--- config.mk ---
export PLATFORM = sky130hd
export DESIGN_NAME = fifo_read_streamer
export DESIGN_NICKNAME = d
export VERILOG_FILES = /design/src/rtl/async_fifo_pkg.sv /design/src/rtl/stream_ring_buf.sv /design/src/rtl/fifo_read_streamer.sv
export SDC_FILE = /design/constraint.sdc
export NUM_CORES = 1
export LEC_CHECK = 0
export ABC_AREA = 1
export CORE_MARGIN = 4
export CORE_UTILIZATION = 55
export DETAILED_ROUTE_END_ITERATION = 10
export PLACE_DENSITY_LB_ADDON = 0.1
export RECOVER_POWER = 50
export SLEW_MARGIN = 30
export SYNTH_ARGS = -nofsm -noshare
export SYNTH_HDL_FRONTEND = slang
export SYNTH_SLANG_ARGS = --single-unit
--- constraint.sdc ---
create_clock -name r_clk -period 2.79 [get_ports r_clk]
set_input_delay 0.279 -clock r_clk [delete_from_list [all_inputs] [get_ports r_clk]]
set_output_delay 0.279 -clock r_clk [all_outputs]
set_load 0.05 [all_outputs]
--- src/rtl/async_fifo_pkg.sv ---
// Shared constants for the async FIFO and its read-side streamer.
// Also provides a clog2 helper for parameter-derived widths.
package async_fifo_pkg;

    localparam int DATA_WIDTH    = 16;
    localparam int DATAIN_WIDTH  = 16;
    localparam int DATAOUT_WIDTH = 16;
    localparam int BUF_DEPTH     = 4;
    localparam int BURST_LEN     = 8;

    function automatic int clog2(input int value);
        int res;
        int rem;
        res = 0;
        rem = value - 1;
        while (rem > 0) begin
            res = res + 1;
            rem = rem >> 1;
        end
        return res;
    endfunction

endpackage

--- src/rtl/stream_ring_buf.sv ---
// Power-of-two ring buffer: push writes at wr_ptr, head is always visible on pop_data.
// Zero-latency head; pop on an empty buffer is ignored, push on full must be prevented upstream.
module stream_ring_buf import async_fifo_pkg::clog2; #(
    parameter int DATA_WIDTH = async_fifo_pkg::DATA_WIDTH,
    parameter int DEPTH      = async_fifo_pkg::BUF_DEPTH
) (
    input  logic                   clk,
    input  logic                   rst,
    input  logic                   push,
    input  logic [DATA_WIDTH-1:0]  push_data,
    input  logic                   pop,
    output logic [DATA_WIDTH-1:0]  pop_data,
    output logic [clog2(DEPTH):0]  occ
);

    localparam int PW = clog2(DEPTH);
    localparam int OW = PW + 1;

    logic [DATA_WIDTH-1:0] mem [DEPTH];
    logic [PW-1:0]         wr_ptr;
    logic [PW-1:0]         rd_ptr;
    logic                  pop_ok;

    assign pop_ok   = pop & (occ != '0);
    assign pop_data = mem[rd_ptr];

    always_ff @(posedge clk) begin
        if (rst) begin
            for (int i = 0; i < DEPTH; i++) begin
                mem[i] <= '0;
            end
            wr_ptr <= '0;
            rd_ptr <= '0;
            occ    <= '0;
        end else begin
            if (push) begin
                mem[wr_ptr] <= push_data;
                wr_ptr      <= wr_ptr + PW'(1);
            end
            if (pop_ok) begin
                rd_ptr <= rd_ptr + PW'(1);
            end
            // Simultaneous push and pop leaves the count unchanged.
            case ({push, pop_ok})
                2'b10:   occ <= occ + OW'(1);
                2'b01:   occ <= occ - OW'(1);
                default: occ <= occ;
            endcase
        end
    end

endmodule

--- src/rtl/fifo_read_streamer.sv ---
// Drains the async FIFO read port (1-cycle read latency) into a valid/ready stream with m_last framing.
// r_en -> m_valid is 2 cycles; fetch depends only on registered state so m_ready never reaches r_en.
module fifo_read_streamer import async_fifo_pkg::clog2; #(
    parameter int DATA_WIDTH = async_fifo_pkg::DATA_WIDTH,
    parameter int BUF_DEPTH  = async_fifo_pkg::BUF_DEPTH,
    parameter int BURST_LEN  = async_fifo_pkg::BURST_LEN
) (
    input  logic                      r_clk,
    input  logic                      r_rst,
    input  logic                      drain_en,
    input  logic                      flag_empty,
    input  logic [DATA_WIDTH-1:0]     data_read,
    output logic                      r_en,
    output logic                      m_valid,
    input  logic                      m_ready,
    output logic [DATA_WIDTH-1:0]     m_data,
    output logic                      m_last,
    output logic [clog2(BUF_DEPTH):0] buf_level,
    output logic                      busy
);

    localparam int LW = clog2(BUF_DEPTH) + 1;
    localparam int BW = (BURST_LEN > 1) ? clog2(BURST_LEN) : 1;
    localparam logic [BW-1:0] LAST_BEAT = BW'(BURST_LEN - 1);
    localparam logic [LW:0]   DEPTH_W   = (LW + 1)'(BUF_DEPTH);

    logic                  inflight;
    logic [BW-1:0]         beat_cnt;
    logic [LW-1:0]         occ;
    logic [DATA_WIDTH-1:0] head;
    logic [LW:0]           fill;
    logic                  has_data;
    logic                  pop;

    // Count the in-flight word as occupied so the buffer can never overflow.
    assign fill     = {1'b0, occ} + {{LW{1'b0}}, inflight};
    assign has_data = (occ != '0);
    assign r_en     = ~r_rst & drain_en & ~flag_empty & (fill < DEPTH_W);

    assign m_valid   = ~r_rst & has_data;
    assign m_data    = r_rst ? '0 : head;
    assign m_last    = m_valid & (beat_cnt == LAST_BEAT);
    assign buf_level = r_rst ? '0 : occ;
    assign busy      = ~r_rst & (has_data | inflight);
    assign pop       = m_valid & m_ready;

    always_ff @(posedge r_clk) begin
        if (r_rst) begin
            inflight <= 1'b0;
            beat_cnt <= '0;
        end else begin
            inflight <= r_en;
            if (pop) begin
                beat_cnt <= (beat_cnt == LAST_BEAT) ? '0 : beat_cnt + BW'(1);
            end
        end
    end

    stream_ring_buf #(
        .DATA_WIDTH (DATA_WIDTH),
        .DEPTH      (BUF_DEPTH)
    ) u_ring (
        .clk       (r_clk),
        .rst       (r_rst),
        .push      (inflight),
        .push_data (data_read),
        .pop       (pop),
        .pop_data  (head),
        .occ       (occ)
    );

endmodule
-- Word-level counts from Yosys, hierarchy flattened
Memories as Yosys holds them, arrays and structs flattened. A register that Yosys moved wholly into a read port is not among the register bits.
Index checks and enable logic that the tools add are counted.
- output and inout port bits: 23
- latch bits: 0
- memory bits (read-only): 0
- memories kept: 1
- logic and storage cells: 44
- memory bits (writable): 64
- flip-flop bits (word level): 11
- eq/ne operators: 3
- reductions and logical operators: 3
- multipliers: 0
- $add $sub $neg: 6
- shift operators: 0
- multiplexer cells: 14
- $lt $le $gt $ge: 1
- bitwise operators: 11
- div/mod/pow operators: 0
- memories (memory ; depth ; bits a word ; rd ports ; clocked after Yosys merged registers in ; write ports ; RTL line ; source):
    u_ring.mem ; 4 ; 16 ; 1 ; 1 ; 4 ; stream_ring_buf.sv:19 ; logic [DATA_WIDTH-1:0] mem [DEPTH];
- operator list (kind ; count):
    $mux 16 ; 2
    $reduce_or 16->1 ; 1
    $and 1x1->1 ; 8
    $add 3x1->3 const B ; 2
    $mux 1 ; 6
    $mux 2 ; 3
    $mux 3 ; 2
    $pmux 3 s2 ; 1
    $add 2x1->2 const B ; 2
    $add 3x1->4 ; 1
    $lt 4x3->1 const B ; 1
    $eq 3x3->1 const B ; 1
    $reduce_bool 3->1 ; 1
    $sub 3x1->3 const B ; 1
    $eq 2x1->1 const B ; 1
    $eq 2x2->1 const B ; 1
    $not 1->1 ; 2
    $reduce_bool 2->1 ; 1
    $or 1x1->1 ; 1

-- Depth between registers and ports, before layout
- word-level depth: 6
- gate-level depth with buffers: 12

-- Cells and area by module
Synthesis repeated with hierarchy kept, for this count alone.
- cells, all modules: 394
- area total of the unflattened synthesis: 3692.3 um^2
- modules (own cells, without submodules) (module ; cells an instance ; sequential area each (um^2) ; area an instance (um^2) ; times used):
    stream_ring_buf ; 317 ; 2102.0 ; 3274.4 ; 1
    fifo_read_streamer ; 77 ; 80.1 ; 417.9 ; 1

-- Worst setup path before layout
OpenSTA, ideal clock, no wires.
- path kind: register to register
- start: register u_ring.wr_ptr[1]
- end: memory u_ring.mem[2][0] (enable)
- cell stages (with the launch flop): 5
- data arrival time: 1767 ps
- required time: 2379 ps
- slack: 611 ps
- cell sequence: dfxtp_1 inv_1 nor2_1 inv_2 o21ai_0
- RTL lines (what ; RTL line ; source):
    from (decl) ; stream_ring_buf.sv:20 ; logic [PW-1:0] wr_ptr;
    from (signal assigned) ; stream_ring_buf.sv:38 ; wr_ptr <= wr_ptr + PW'(1);
    to (decl) ; stream_ring_buf.sv:19 ;

-- Worst setup path in the final report
- start: input port r_rst
- end: output port r_en
- cells in the longest elaborated chain, start to end: 4
- RTL lines (what ; RTL line ; source):
    from (decl) ; fifo_read_streamer.sv:9 ; input logic r_rst,
    $not 1->1 ; fifo_read_streamer.sv:38 ; assign r_en = ~r_rst & drain_en & ~flag_empty & (fill < DEPTH_W);
    $and 1x1->1 (3 in series) ; fifo_read_streamer.sv:38 ;
    to (decl) ; fifo_read_streamer.sv:13 ; output logic r_en,
Every way passes these cells.

==> out/summary.log <==
INFO  sta            hold_ws=0.508ns
INFO  synthesis      netlist-cell-type-count=24
INFO  synthesis      synth_warnings=0
INFO  synthesis      synth.ff_latch_count=77
INFO  routing        drt-total-wl=7400um
INFO  clocking       cts_repair_resize_count=0
INFO  clocking       root_buffer=clkbuf_8
INFO  routing        drt-wirelength-per-cell=14.5um
INFO  critical_path  critical_path_arrival=2.23ns
INFO  clocking       number_of_clock_sinks_seen_by_cts=77
INFO  critical_path  crit_path_start_kind=input pin
INFO  clocking       numCtsBuffers=9
INFO  critical_path  critical_path.reg2reg.endpoint=u_ring.occ[2]
INFO  critical_path  end_kind=output pin
INFO  grt            initial_antenna_violation_count=0
INFO  synthesis      synth-seq-area-share=60.2%
INFO  critical_path  r2r_setup_slack=0.66ns
INFO  synthesis      synthCells=385
INFO  sta            rsz0062_at_grt=no
INFO  job            drv_cap=0
INFO  sta            setup_viol_count_final=0
INFO  clocking       number_of_hold_buffers_added_after_cts=0
INFO  sta            worst_slack=0.277ns
INFO  sta            worst_pin_slew=1.11ns
INFO  grt            global_route_wire_length_before_repair=12300um
INFO  clocking       cts_buffer_depth=2
INFO  synthesis      mappedNetlistArea=3620um2
INFO  final_layout   drive_above_1_share=10.4%
INFO  placed_design  post-dp-hpwl=4650um
INFO  placed_design  global_placement_routability_congestion=0.799
INFO  sta            accumulated_negative_setup_slack=0ns
INFO  floorplanning  chipWidth=89.2um
INFO  critical_path  path_max_fanout=20
INFO  sta            max-slew-margin-rel=25.8%
INFO  synthesis      yosysTopAreaCellShare=53.0%
INFO  clocking       tritoncts_clock_tree=done
INFO  clocking       cts.htree.levels=3
INFO  routing        postRouteAntennaNets=0
INFO  grt            grt_pass1_vias=2554
INFO  placed_design  placement.setup.worst_slack=0.336ns
INFO  clocking       clkLatencyLatePin=0.34ns
INFO  sta            report.final.hold_viol_count=0
INFO  final_layout   area_delta_synth_final=16.6%
INFO  synthesis      netlist_top_cells_area=edfxtp_1, nor2_1, dfxtp_1
INFO  clocking       post_cts_buffers=0
INFO  critical_path  worst_setup_path_startpoint=r_rst
INFO  synthesis      synth_nets=410
INFO  sta            total_count_of_max_transition_violations_in_the_final_report=0
INFO  final_layout   fin_util=66.2%
INFO  final_layout   mostFrequentLayoutCell=nor2_1
INFO  power          peakVddDrop=326uV
INFO  power          leakage=0.00170uW
INFO  final_layout   final_nets=454
INFO  floorplanning  die_area=7950um2
INFO  floorplanning  placementRows=29
INFO  final_layout   sequential_cell_area=2180um2
INFO  critical_path  r2r_start=u_ring.occ[1]
INFO  grt            globalRouteTotalUtil=20.9%
INFO  final_layout   antenna-diode-count=0
INFO  sta            worst_clock_skew=0.00793ns
INFO  final_layout   multi_input_comb_area=1040um2
INFO  sta            max_freq=0.398GHz
INFO  grt            grt.overflow.total=0
INFO  critical_path  timing.setup.critical_path_class=in -> out
INFO  routing        detailroute.via_count=2589
INFO  floorplanning  design.portCount=44
INFO  final_layout   layout.cells.most_common_list=nor2_1, edfxtp_1, inv_1
INFO  placed_design  port_buffers=43
INFO  clocking       worst_setup_hold_path_clk_slew=0.08ns
INFO  routing        drt-vias-per-instance=5.07
INFO  critical_path  cp.required=2.51ns
INFO  power          power.density=625nW/um2
INFO  sta            timing.final.crit_period=2.51ns
INFO  outcome        run_status=finished, final reports clean
INFO  final_layout   fill_cells=535
INFO  hold_path      hold_path.class=reg -> reg
INFO  grt            grt_start_max_net_pins=33
INFO  routing        dr.first_iter.drc_count=157
INFO  floorplanning  core=6390um2
INFO  floorplanning  floorplan.die.height=89.2um
INFO  routing        router_iterations_before_antenna_repair=4
INFO  critical_path  timing.reg2reg.worst_path_depth=12
INFO  routing        drc_errors_left=0
INFO  critical_path  worstSetupEndpoint=r_en
INFO  floorplanning  floorplan.initialDensity=56.8%
INFO  synthesis      area_leader_netlist=edfxtp_1
INFO  synthesis      post_synth.cell_area_avg=9.41um2
INFO  sta            final_min_period_over_clock_period=90.1%
## metrics by stage
stage	area (um2)	std cells	total power, uW
after global placement	4110	495	1690
after CTS	4340	511	2670
final	4230	511	2640
after detailed placement	4110	495	1700
after global routing	4230	511	2740
after floorplan	3620	385	1570
## layer usage
layer	part of all wire, %	wire length, um	GRT usage [%]
met1	44	3260	26.8
met3	5.2	384	4.98
met2	49	3660	34.7
met4	1.3	97	7.31
met5	0	0	0
## cells in the mapped netlist
cell type	count
o21ai_1	2
buf_2	8
nand4_4	1
nand3_1	2
nand2_1	20
clkbuf_2	3
inv_2	11
dfxtp_1	13
nand2_4	1
edfxtp_1	64
inv_1	40
inv_4	1
o21ai_0	36
nor2_1	135
fa_1	1
a31oi_1	2
a21oi_1	23
buf_4	4
buf_6	3
nor2_4	9
or2_2	1
nand3_2	1
ha_1	3
xor2_1	1
## layout make-up
type,instances,share of cell area [%]
flip-flops and latches,77,51.6
multi-input cells,238,24.6
repair buffers,51,11.4
inverters,52,4.68
clock buffers,11,3.11
clock inverters,5,2.34
well taps,77,2.28
## cells by family (layout without fill, tap and decap cells)
| group | Yosys count | count (layout) | share of synthesized area [%] |
|---|---|---|---|
| simple gates | 170 | 170 | 20.5 |
| flops | 77 | 77 | 60.2 |
| buf+inv | 70 | 119 | 8.73 |
| compound gates | 63 | 63 | 8.77 |
| fa+ha+maj | 4 | 4 | 1.59 |
| xor+xnor | 1 | 1 | 0.242 |
## critical path: stages
cell           delay [ns]
dlygate4sd3_1        0.59
clkbuf_1             0.84
nor2_1               0.12
nand3_1              0.14
a31oi_1              0.08
buf_12               0.18
## power by group
group	internal, uW	switching, uW	total (uW)	leakage, uW
combinational	114	227	342	0.000825
sequential	1290	20.0	1310	0.000762
clock	591	397	988	0.000115
total	2000	644	2640	0.00170
## registers in the layout, summed over array words and instances, names as in the netlist, named ones only
register	count
beat_cnt	3
inflight	1
u_ring.mem	64
u_ring.occ	3
u_ring.rd_ptr	2
u_ring.wr_ptr	2
## worst min path at each step
stage / start / end / slack (ns) / cells past startpoint
after floorplan: drain_en / inflight / 0.44 / 2
after global placement: u_ring.rd_ptr[1] / u_ring.rd_ptr[1] / 0.50 / 2
after detailed placement: u_ring.rd_ptr[1] / u_ring.rd_ptr[1] / 0.50 / 2
after CTS: drain_en / inflight / 0.51 / 3
after global routing: drain_en / inflight / 0.54 / 3
final: u_ring.wr_ptr[0] / u_ring.wr_ptr[0] / 0.51 / 2
No activity file was read; power rests on OpenSTA's default activity.
